File: config.mk
export PLATFORM = sky130hd
export DESIGN_NAME = input_stream_skewer
export DESIGN_NICKNAME = d
export VERILOG_FILES = /design/src/rtl/input_stream_skewer.sv
export SDC_FILE = /design/constraint.sdc
export NUM_CORES = 1
export LEC_CHECK = 0
export ABC_AREA = 1
export ABC_CLOCK_PERIOD_IN_PS = 3050
export BUFFER_PORTS_ARGS = -buffer_cell sky130_fd_sc_hd__buf_2
export CAP_MARGIN = 20
export CELL_PAD_IN_SITES_DETAIL_PLACEMENT = 0
export CELL_PAD_IN_SITES_GLOBAL_PLACEMENT = 1
export CORE_UTILIZATION = 25
export DETAILED_ROUTE_END_ITERATION = 6
export PLACE_DENSITY = 0.57
export SLEW_MARGIN = 20
export SYNTH_ARGS = -nofsm -noshare
export SYNTH_HDL_FRONTEND = slang
export SYNTH_SLANG_ARGS = --single-unit
File: constraint.sdc
create_clock -name clk -period 3.05 [get_ports clk]
set_input_delay 0.61 -clock clk [delete_from_list [all_inputs] [get_ports clk]]
set_output_delay 0.61 -clock clk [all_outputs]
set_load 0.005 [all_outputs]
File: src/rtl/input_stream_skewer.sv
// input_stream_skewer: streams activation rows from the input buffer into the
// west edge of the systolic array, skewing lane k by k cycles so the rows
// enter the array as a diagonal wavefront.
//
// Ports:
//   clk, rst_n            clock, asynchronous active-low reset
//   ctrl_input_stream_en  stream window; a rising edge while idle starts a stream
//   cfg_seq_len           number of rows to stream, sampled at start
//   buf_rd_en/addr        read port of the input buffer (1-cycle read latency)
//   buf_rd_data           row returned by the buffer; lane k at [k*DATA_W +: DATA_W]
//   array_in_data/valid   skewed lane data and per-lane valid to the array
//   stream_busy           high from start until the done pulse ends
//   stream_done           one-cycle pulse once every lane has drained
module input_stream_skewer #(
    parameter int unsigned ARRAY_SIZE = 16,
    parameter int unsigned DATA_W     = 8,
    parameter int unsigned ADDR_W     = 10
) (
    input  logic                         clk,
    input  logic                         rst_n,
    input  logic                         ctrl_input_stream_en,
    input  logic [31:0]                  cfg_seq_len,
    output logic                         buf_rd_en,
    output logic [ADDR_W-1:0]            buf_rd_addr,
    input  logic [ARRAY_SIZE*DATA_W-1:0] buf_rd_data,
    output logic [ARRAY_SIZE*DATA_W-1:0] array_in_data,
    output logic [ARRAY_SIZE-1:0]        array_in_valid,
    output logic                         stream_busy,
    output logic                         stream_done
);

    // Row counter carries one extra bit so a full 2^ADDR_W stream ends cleanly.
    localparam int unsigned CNT_W   = ADDR_W + 1;
    localparam logic [31:0] MAX_ROWS = 32'(1) << ADDR_W;
    // Flush spans the read latency, the lane-0 stage and the deepest skew chain.
    localparam int unsigned FLUSH_W = $clog2(ARRAY_SIZE + 2);
    localparam logic [FLUSH_W-1:0] FLUSH_LAST = FLUSH_W'(ARRAY_SIZE + 1);

    typedef enum logic [1:0] {
        IDLE   = 2'd0,
        STREAM = 2'd1,
        FLUSH  = 2'd2,
        DONE   = 2'd3
    } state_t;

    state_t             state;
    logic               en_q;
    logic [CNT_W-1:0]   m_len;
    logic [CNT_W-1:0]   row_cnt;
    logic [FLUSH_W-1:0] flush_cnt;
    logic               rd_vld;

    logic [CNT_W-1:0]   m_clamp_c;
    logic               start_c;

    // Requested length clamped to the buffer depth.
    assign m_clamp_c = (cfg_seq_len >= MAX_ROWS) ? CNT_W'(MAX_ROWS) : CNT_W'(cfg_seq_len);
    assign start_c   = ctrl_input_stream_en && !en_q && (state == IDLE);

    // Control FSM: issues reads, waits for the skew chains to drain, pulses done.
    always_ff @(posedge clk or negedge rst_n) begin
        if (!rst_n) begin
            state       <= IDLE;
            en_q        <= 1'b0;
            m_len       <= '0;
            row_cnt     <= '0;
            flush_cnt   <= '0;
            buf_rd_en   <= 1'b0;
            buf_rd_addr <= '0;
            stream_busy <= 1'b0;
            stream_done <= 1'b0;
        end else begin
            en_q        <= ctrl_input_stream_en;
            buf_rd_en   <= 1'b0;
            stream_done <= 1'b0;
            case (state)
                IDLE: begin
                    if (start_c) begin
                        stream_busy <= 1'b1;
                        m_len       <= m_clamp_c;
                        flush_cnt   <= '0;
                        if (m_clamp_c == '0) begin
                            state <= FLUSH;
                        end else begin
                            // Row 0 is issued on the start edge itself.
                            state       <= STREAM;
                            buf_rd_en   <= 1'b1;
                            buf_rd_addr <= '0;
                            row_cnt     <= CNT_W'(1);
                        end
                    end
                end
                STREAM: begin
                    // Dropping the enable aborts; rows already issued still drain.
                    if (ctrl_input_stream_en && (row_cnt < m_len)) begin
                        buf_rd_en   <= 1'b1;
                        buf_rd_addr <= row_cnt[ADDR_W-1:0];
                        row_cnt     <= row_cnt + CNT_W'(1);
                    end else begin
                        state <= FLUSH;
                    end
                end
                FLUSH: begin
                    if (flush_cnt == FLUSH_LAST) begin
                        state       <= DONE;
                        stream_done <= 1'b1;
                    end else begin
                        flush_cnt <= flush_cnt + FLUSH_W'(1);
                    end
                end
                DONE: begin
                    state       <= IDLE;
                    stream_busy <= 1'b0;
                end
                default: state <= IDLE;
            endcase
        end
    end

    // Read-valid aligned with the buffer's one-cycle read latency.
    always_ff @(posedge clk or negedge rst_n) begin
        if (!rst_n) begin
            rd_vld <= 1'b0;
        end else begin
            rd_vld <= buf_rd_en;
        end
    end

    // Per-lane skew: stage 0 captures the buffer data (zeroed when not valid),
    // then lane k adds k more stages. Data and valid move together, so an
    // invalid lane always carries zero.
    for (genvar k = 0; k < ARRAY_SIZE; k++) begin : g_lane
        logic [DATA_W-1:0] dpipe [0:k];
        logic [k:0]        vpipe;

        always_ff @(posedge clk or negedge rst_n) begin
            if (!rst_n) begin
                for (int s = 0; s <= k; s++) begin
                    dpipe[s] <= '0;
                end
                vpipe <= '0;
            end else begin
                dpipe[0] <= rd_vld ? buf_rd_data[k*DATA_W +: DATA_W] : '0;
                vpipe[0] <= rd_vld;
                for (int s = 1; s <= k; s++) begin
                    dpipe[s] <= dpipe[s-1];
                    vpipe[s] <= vpipe[s-1];
                end
            end
        end

        assign array_in_data[k*DATA_W +: DATA_W] = dpipe[k];
        assign array_in_valid[k]                 = vpipe[k];
    end

endmodule

==> results.toml, run 1 <==
[die]
dieHeight_um = 360
start_util = 0.253
die_w_um = 360
core_region_area_sq_um = 126000
rows = 130
io_pins = 320
die_area_sq_um = 130000

[clock_network]
clk_latency_ns = 0.74
cts_tree = "done"
cts_resized = 0
cts-root-buf = "clkbuf_16"
cts_setup_buffers = 0
cts.sink_count = 1148
path_clk_slew_ns = 0.06
cts_buffers = 117
max-clock-path-buffers = 3
htreeDepth = 3

[hold_path]
hold_depth = 3
min_to = "g_lane[4].dpipe[36]"
holdCritPathClass = "primary input to flip-flop"
hold_start = "buf_rd_data[36]"

[worst_setup_path]
crit_arrival_ns = 3.00
crit_chain = "ha_1, nand2_1, inv_1, nand2_1, nand2_1, nand2_1, nand4_1, nand2_1, nand3_2, nand2_1, nand2_1"
startpoint_type = "flip-flop"
reg2regPathDepth = 11
rrSetupSlack_ns = 0.64
cp_common_cell = "nand2_1"
crit_family = "simple AND/OR/NAND/NOR gates"
cpPeakStageDelay_ns = 0.45
path_buf_inv = 1
worst-path-max-fanout = 21
r2r-start = "row_cnt[6]"
cp_slowest_cell = "dfrtp_1"
critPathKind = "flip-flop to flip-flop"
reg2reg_to = "buf_rd_addr[4]"
crit_required_ns = 3.64
cp-end-kind = "flip-flop"

[power]
p_switching_mw = 8.42
swShare = 0.232
p_per_area_nw_per_um2 = 906
p_int_mw = 27.9
clockPowerShare = 0.407
power_mw = 36.3
p_leak_nw = 21.5
power_frac_seq = 0.533
ir_worst_vdd_uv = 465
combPwrFrac = 0.060

[synth]
synth_seq_cells = 1148
ys_types = 28
async_flop_share = 1.00
syn_area_sq_um = 32000
seq_area_frac_synth = 0.897
synth-edff-count = 0
synth_ff_type = "dfrtp_1"
synthCells = 1806
yosys_warnings = 0
synth_nets = 1986
syn-mean-instance-area_sq_um = 17.7

[placement]
io_buffer_count = 319
place_hpwl_um = 31300
gp_congestion = 0.733

[route]
wl_met1_um = 21600
drt-wirelength-per-cell_um = 12.9
via_count = 13800
wl_um = 51300
drcViolationCount = 0
dr.pass1.iters = 4
wl_met2_um = 24800
top_layer_used = "met5"
ant_nets = 0
wl_met3_um = 2890
first_iter_violations = 717
drt-vias-per-instance = 3.48

[cells_and_area]
fillers = 12200
diodes = 0
layout_commonest_cell = "dfrtp_1"
nets = 2393
area_growth_pct = 25.2
drive_above_1_share = 0.250
regArea_sq_um = 28700
mostFrequentLayoutCells = "1147 x dfrtp_1, 318 x buf_2, 210 x nand2_1, 158 x inv_1, 117 x clkbuf_16"
multi_input_comb_area_sq_um = 1690

[timing]
tns_ns = 0
max-slew-margin-rel = 0.505
rsz0062_at_grt = "false"
layout_min_cycle_time_ns = 2.41
drv_slew = 0
fmax_mhz = 415
hold_viol_final = 0
finalSetupViolCount = 0
tightest_slew_ns = 0.740
period_share = 0.791
finClkSkew_ns = 0.0460

[run_status]
outcome = "complete, no violations"

[grt]
grtUsageTotal = 0.0824
antenna_found_initial = 1
grt_max_degree = 115
grt_pass1_vias = 15400
grt-ovfl-total = 0
grt_pass1_wl_um = 84300

[job]
cap_violations = 0
cell families (layout without fill, tap and decap cells):
logic type	count (synthesis)	count (layout)	synth area share
buffers and inverters	306	812	0.0504
AND/OR/NAND/NOR	298	298	0.0385
AO/OA/AOI/OAI	27	27	0.00484
XOR/XNOR	10	10	0.00273
flip-flops	1148	1148	0.897
adder cells (fa/ha/maj)	17	17	0.00664
metal layers:
metal  up-vias  global-route usage
li1       6190                   -
met1      7147               0.101
met2       311               0.130
met3       130              0.0272
met4         2              0.0401
met5         -                   0
worst max-delay path by stage:
stage,start,to,slack [ns],cells past startpoint
floorplan,cfg_seq_len[11],row_cnt[2],1.27,10
global placement,row_cnt[6],buf_rd_addr[6],0.73,11
detailed placement,row_cnt[6],buf_rd_addr[4],0.67,11
CTS,row_cnt[6],buf_rd_addr[4],0.65,11
global route,row_cnt[2],buf_rd_addr[4],0.41,9
finish,row_cnt[6],buf_rd_addr[4],0.64,11
power groups by stage:
stage / logic (mW) / clock network, mW / registers, mW
finish: 2.18 / 14.8 / 19.3
global route: 2.48 / 16.1 / 19.7
CTS: 2.26 / 15.4 / 19.4
detailed placement: 2.18 / 0 / 19.7
global placement: 2.14 / 0 / 19.6
floorplan: 1.36 / 0 / 19.2
state kept, by name (all words and copies together), names as in the netlist, 2 cells and up:
signal,cells
array_in_data,120
buf_rd_addr,10
flush_cnt,5
g_lane.dpipe,968
g_lane.vpipe,16
m_len,11
row_cnt,11
state,2
what timing repair did:
action / in CTS / in global routing
hold buffers: 68 / 0
endpoints found under the hold margin: 115 / 0
endpoints found under the setup margin: 0 / 0
through the flow:
step                cells  area [sq um]  utilization  hold WS [ns]  setup slack (ns)
global placement     3676         35300        0.279         0.331             0.730
finish               3962         40100        0.317        0.0971             0.638
global route         3962         40100        0.317        0.0250             0.406
floorplan            1806         32000            -         0.314              1.27
CTS                  3962         40100        0.317      0.000523             0.653
detailed placement   3676         35300        0.279         0.335             0.674
final cells by class:
| type | instances | area share |
|---|---|---|
| Inverter | 162 | 0.0152 |
| Tap cell | 1650 | 0.0515 |
| Sequential cell | 1148 | 0.717 |
| Timing Repair Buffer | 432 | 0.0711 |
| Multi-Input combinational cell | 352 | 0.0421 |
| Clock inverter | 56 | 0.0186 |
| Clock buffer | 162 | 0.0850 |
cell usage after synthesis, drive strengths merged, types with 3 or more instances:
library cell | number | share of area
xor2 | 6 | 0.0016
a21oi | 6 | 0.00094
nor3 | 6 | 0.0013
o21ai | 12 | 0.0019
buf | 125 | 0.029
clkbuf | 19 | 0.0022
nand4 | 23 | 0.0045
ha | 17 | 0.0066
xnor2 | 4 | 0.0011
dfrtp | 1148 | 0.90
o22ai | 3 | 0.00059
inv | 161 | 0.019
nor2 | 42 | 0.0049
nand2 | 210 | 0.025
nand3 | 15 | 0.0028
worst register-to-register path, delay by kind of cell, from the launching register on:
kind / cells / cell delay (ns)
AND/OR/NAND/NOR: 9 / 1.48
flip-flops: 1 / 0.45
adder cells (fa/ha/maj): 1 / 0.32
buffers and inverters: 1 / 0.05
No activity file was read; power rests on OpenSTA's default activity.
==> inputs of run 2 (changes only) <==
--- a/config.mk
+++ b/config.mk
@@ -6,7 +6,7 @@
 export NUM_CORES = 1
 export LEC_CHECK = 0
 export ABC_AREA = 1
-export ABC_CLOCK_PERIOD_IN_PS = 3050
+export ABC_CLOCK_PERIOD_IN_PS = 2300
 export BUFFER_PORTS_ARGS = -buffer_cell sky130_fd_sc_hd__buf_2
 export CAP_MARGIN = 20
 export CELL_PAD_IN_SITES_DETAIL_PLACEMENT = 0
==> constraint.sdc (replaced) <==
create_clock -name clk -period 2.3 [get_ports clk]
set_input_delay 0.46 -clock clk [delete_from_list [all_inputs] [get_ports clk]]
set_output_delay 0.46 -clock clk [all_outputs]
set_load 0.005 [all_outputs]
==> run 2 against run 1 <==
Sequential power rose by 33%. Core utilization up 0.62 points. Final cell count increased by 1.9%. Sequential share of layout area down 1.4 points. Critical endpoint is now row_cnt[5]. Largest power group unchanged. Highest routed layer unchanged.
==> results.toml, run 2 (synthesized netlist as in run 1, its figures left out) <==
[worst_setup_path]
crit_required_ns = 2.87
crit_arrival_ns = 2.60
cpPeakStageDelay_ns = 0.45
startpoint_type = "flip-flop"
reg2regPathDepth = 11
cp_slowest_cell = "dfrtp_1"
critPathKind = "flip-flop to flip-flop"
cp_common_cell = "nand2_1"
worst-path-max-fanout = 21
cp-end-kind = "flip-flop"
crit_chain = "ha_1, nand2_1, inv_1, nand2_1, nand2_1, nand2_1, nand4_1, nand2_1, nand3_2, nand2_1, nand2_1"

[cells_and_area]
fin_util = 0.324
layout_commonest_cell = "dfrtp_1"
drive_above_1_share = 0.245
mostFrequentLayoutCells = "1147 x dfrtp_1, 318 x buf_2, 210 x nand2_1, 158 x inv_1, 136 x dlygate4sd3_1"
diodes = 0
area_growth_pct = 27.7
regMostFlops = "g_lane.dpipe"
largest_register_ffs = 968
layout.cells.non_filler = 4038
nets = 2470

[route]
first_iter_violations = 741
wl_um = 52800
via_count = 14100
drcViolationCount = 0
dr.pass1.iters = 4
drt-vias-per-instance = 3.50
ant_nets = 0
drt-wirelength-per-cell_um = 13.1

[grt]
grt_pass1_vias = 16100
grt_pass1_wl_um = 86700
antenna_found_initial = 1
grt-ovfl-total = 0
grt_max_degree = 89
grtUsageTotal = 0.0847

[run_status]
outcome = "complete, no violations"

[timing]
tns_ns = 0
finalSetupViolCount = 0
rsz0062_at_grt = "false"
finClkSkew_ns = 0.0370
tightest_slew_ns = 0.579
period_share = 0.882
layout_min_cycle_time_ns = 2.03
max-slew-margin-rel = 0.614
drv_slew = 0
fmax_mhz = 493
worst_slack_ns = 0.272
hold_viol_final = 0
hold-worst-slack_ns = 0.0828

[die]
core_region_area_sq_um = 126000
dieHeight_um = 360
die_area_sq_um = 130000
start_util = 0.253
die_w_um = 360
rows = 130
io_pins = 320

[clock_network]
cts_buffers = 117
cts_tree = "done"
cts_setup_buffers = 0
clk_latency_ns = 0.72
cts.sink_count = 1148
htreeDepth = 3
path_clk_slew_ns = 0.06
max-clock-path-buffers = 3
cts-root-buf = "clkbuf_16"

[placement]
dp_worst_setup_slack_ns = 0.153
gp_congestion = 0.751
io_buffer_count = 319
placed_cells = 3685
place_hpwl_um = 31900

[hold_path]
holdCritPathClass = "primary input to flip-flop"
hold_depth = 3

[job]
cap_violations = 0

[power]
p_leak_nw = 21.9
p_per_area_nw_per_um2 = 1190
ir_worst_vdd_uv = 710
## run 2: cell type report
type                       instances  area, sq um
fill                           12100        85500
sequential                      1148        28700
timing repair buffer             509         3620
clock buffer                     153         3270
tap                             1650         2060
multi-input combinational        352         1690
clock inverter                    64          897
inverter                         162          608
## run 2: per-layer routing
layer / GRT usage / up-vias / routed length [um]
met5: 0 / - / 13
met2: 0.136 / 328 / 25900
met1: 0.103 / 7316 / 22000
li1: - / 6346 / -
met4: 0.0417 / 2 / 2140
met3: 0.0262 / 141 / 2790
## run 2: worst paths after layout
path	startpoint	endpoint	slack, ns
setup / recovery	row_cnt[6]	row_cnt[5]	0.27
hold / removal	buf_rd_data[70]	g_lane[8].dpipe[70]	0.08
setup reg to reg	row_cnt[6]	row_cnt[5]	0.27
hold reg to reg	g_lane[9].dpipe[23]	g_lane[9].dpipe[15]	0.32
max in group asynchronous	rst_n	g_lane[10].dpipe[33]	1.03
min in group asynchronous	rst_n	g_lane[6].dpipe[12]	0.30
## run 2: through the flow
stage | power (mW) | instance area, sq um
after CTS | 49.6 | 40900
after global placement | 28.9 | 35400
after detailed placement | 29.1 | 35400
final | 48.6 | 40900
after floorplan | 27.3 | 32000
after global routing | 51.1 | 40900
## run 2: worst max-delay path, delay by kind of cell (launching register included)
kind,cells,cell delay (ns)
adder cells (fa/ha/maj),1,0.32
flip-flops,1,0.45
buffers and inverters,1,0.04
AND/OR/NAND/NOR,9,1.09
## run 2: power breakdown
| part | internal (mW) | switching (mW) |
|---|---|---|
| clock network | 11.8 | 7.95 |
| registers | 24.3 | 1.34 |
| logic | 1.19 | 1.91 |
| total | 37.4 | 11.2 |
## run 2: repair_timing
action | 4_1_cts | 5_1_grt
endpoints found under the hold margin | 157 | 0
gates resized for setup | 0 | 0
hold buffers | 136 | 0
==> inputs of run 3 (changes only) <==
--- a/config.mk
+++ b/config.mk
@@ -5,7 +5,6 @@
 export SDC_FILE = /design/constraint.sdc
 export NUM_CORES = 1
 export LEC_CHECK = 0
-export ABC_AREA = 1
 export ABC_CLOCK_PERIOD_IN_PS = 2300
 export BUFFER_PORTS_ARGS = -buffer_cell sky130_fd_sc_hd__buf_2
 export CAP_MARGIN = 20
==> run 3 against run 2 <==
Non-clock buffer count up 2. Critical path depth down 4. Final cell count down 4.5%.
==> results.toml, run 3 <==
[route]
drcViolationCount = 0
drt-vias-per-instance = 3.47
ant_nets = 0
dr.pass1.iters = 4
drt-wirelength-per-cell_um = 13.0
first_iter_violations = 689
via_count = 13400
wl_um = 50000

[synth]
seq_area_frac_synth = 0.900
syn_area_sq_um = 31900
syn-mean-instance-area_sq_um = 19.6
synth_ff_type = "dfrtp_1"
synthTopCellsByCount = "1148 x dfrtp_1, 129 x and2_1, 121 x buf_4, 35 x nand2_1"
netlist_top_cells_area = "dfrtp_1 90%, buf_4 2.8%, and2_1 2.5%, ha_1 0.67%, nand2_1 0.41%"
yosys_warnings = 0
synthCells = 1625
synth_top_area_cell = "dfrtp_1"
synth_nets = 1805
synth-edff-count = 0
yosys.area.top_type_share = 0.900
yosysMostFrequentCell = "dfrtp_1"
ys_types = 52
synth_seq_cells = 1148
async_flop_share = 1.00

[placement]
gp_congestion = 0.733
io_buffer_count = 319
dpl_cell_area_sq_um = 35100
placed_cells = 3496
place_hpwl_um = 30700

[grt]
grt_pass1_wl_um = 82900
antenna_found_initial = 1
grt.busiest_layer = "met2"
grtUsageTotal = 0.0808
met3_usage = 0.0231
use_met1 = 0.102
grt-ovfl-total = 0
grt_max_degree = 129
grt_pass1_vias = 15200
met2_usage = 0.127

[die]
start_util = 0.253
die_w_um = 359
io_pins = 320
die_area_sq_um = 129000
core_region_area_sq_um = 126000
rows = 130
dieHeight_um = 359

[power]
p_leak_nw = 20.8
p_per_area_nw_per_um2 = 1160
power_mw = 47.2
ir_worst_vdd_uv = 533

[timing]
finClkSkew_ns = 0.0465
rsz0062_at_grt = "true"
period_share = 0.973
hold-worst-slack_ns = 0.229
drv_slew = 0
hold_viol_final = 0
tightest_slew_ns = 0.671
layout_min_cycle_time_ns = 2.24
finalSetupViolCount = 0
fmax_mhz = 447
max-slew-margin-rel = 0.547

[clock_network]
htreeDepth = 3
cts-root-buf = "clkbuf_16"
cts_tree = "done"
cts_buffers = 114
max-clock-path-buffers = 3
clk_latency_ns = 0.71
path_clk_slew_ns = 0.07
cts.sink_count = 1148

[cells_and_area]
regMostFlops = "g_lane.dpipe"
area_growth_pct = 27.2
drive_above_1_share = 0.271
mostFrequentLayoutCells = "1145 x dfrtp_1, 318 x buf_2, 140 x dlygate4sd3_1, 129 x and2_1, 115 x clkbuf_16"
fin_util = 0.322
fin_area_sq_um = 40600
layout_commonest_cell = "dfrtp_1"
nets = 2287
layout.cells.non_filler = 3855
largest_register_ffs = 968

[worst_setup_path]
cpPeakStageDelay_ns = 0.48
cp_slowest_cell = "or4b_1"
crit_required_ns = 2.92
rrSetupSlack_ns = 0.06
cp-end-kind = "flip-flop"
worst-path-max-fanout = 7
critPathKind = "flip-flop to flip-flop"
path_buf_inv = 1
crit_chain = "ha_1, a2111oi_4, a211o_2, a21boi_4, buf_4, or4b_1, a21oi_1"
startpoint_type = "flip-flop"
crit_arrival_ns = 2.86
crit_family = "compound AO/OA/AOI/OAI gates"

[hold_path]
holdCritPathClass = "primary input to flip-flop"

[run_status]
outcome = "complete, no violations"

[job]
cap_violations = 0
-- run 3: changes by cell type after synthesis, moves of 8 or more --
cell     before  now
a21oi_1       6   14
a22o_1        0   11
and2_1        0  129
inv_1       158   17
nand2_1     210   35
nand4_1      23    4
nor2_1       42    9
nor4_1        0    8
-- run 3: final timing paths --
kind,startpoint,to,cells after the start
worst min-delay path,cfg_seq_len[16],m_len[4],5
worst max-delay path,row_cnt[3],row_cnt[10],7
worst min register to register,g_lane[15].dpipe[59],g_lane[15].dpipe[51],0
min in group asynchronous,rst_n,g_lane[6].dpipe[10],2
worst max register to register,row_cnt[3],row_cnt[10],7
max in group asynchronous,rst_n,g_lane[5].dpipe[35],3
-- run 3: cells by family (layout without fill, tap and decap cells) --
group | Yosys count | in the layout | synth area share
compound gates | 63 | 63 | 0.0146
fa+ha+maj | 17 | 17 | 0.00666
flops | 1148 | 1148 | 0.900
simple gates | 227 | 227 | 0.0419
other cells | 0 | 3 | 0
xor+xnor | 2 | 2 | 0.000549
buf+inv | 162 | 739 | 0.0342
mux | 6 | 6 | 0.00192
-- run 3: routing by layer --
metal  vias up  routed length (um)  share of wire
met2       325               23600           0.47
met4         0                1790          0.036
met5         -                   0              0
met3       121                2740          0.055
li1       5992                   -              -
met1      6948               21800           0.44
-- run 3: metrics by stage --
stage	TNS [ns]	setup slack (ns)
floorplan	0	0.220
global placement	0	0.0199
detailed placement	0	0.0126
CTS	0	0.0279
global route	-0.141	-0.0379
finish	0	0.0617
-- run 3: what timing repair did --
action,4_1_cts,5_1_grt
pin swaps,0,5
hold buffers,140,0
gates resized for setup,1,11
endpoints found under the setup margin,2,21
buffers inserted,0,5
hold endpoints to repair,249,0
gates cloned,0,0
-- run 3: report_power, final --
group          total, mW  switching, mW  leakage, nW  internal, mW
sequential          24.9           1.23         15.6          23.6
combinational       3.51           1.92         3.22          1.60
clock               18.8           7.67         1.95          11.2
-- run 3: area by class of cell --
| cell class | count | area [sq um] |
|---|---|---|
| well taps | 1650 | 2060 |
| multi-input cells | 315 | 2140 |
| diodes | 3 | 7.51 |
| clock inverters | 58 | 701 |
| fillers | 12000 | 85500 |
| inverters | 17 | 63.8 |
| clock buffers | 153 | 3270 |
| repair buffers | 511 | 3610 |
| flip-flops and latches | 1148 | 28700 |
-- run 3: worst min-delay path, cell delays in order --
cell and delay (ns):
buf_2 0.09, nor4b_1 0.04, buf_4 0.16, nand2_1 0.07, o21ai_0 0.06
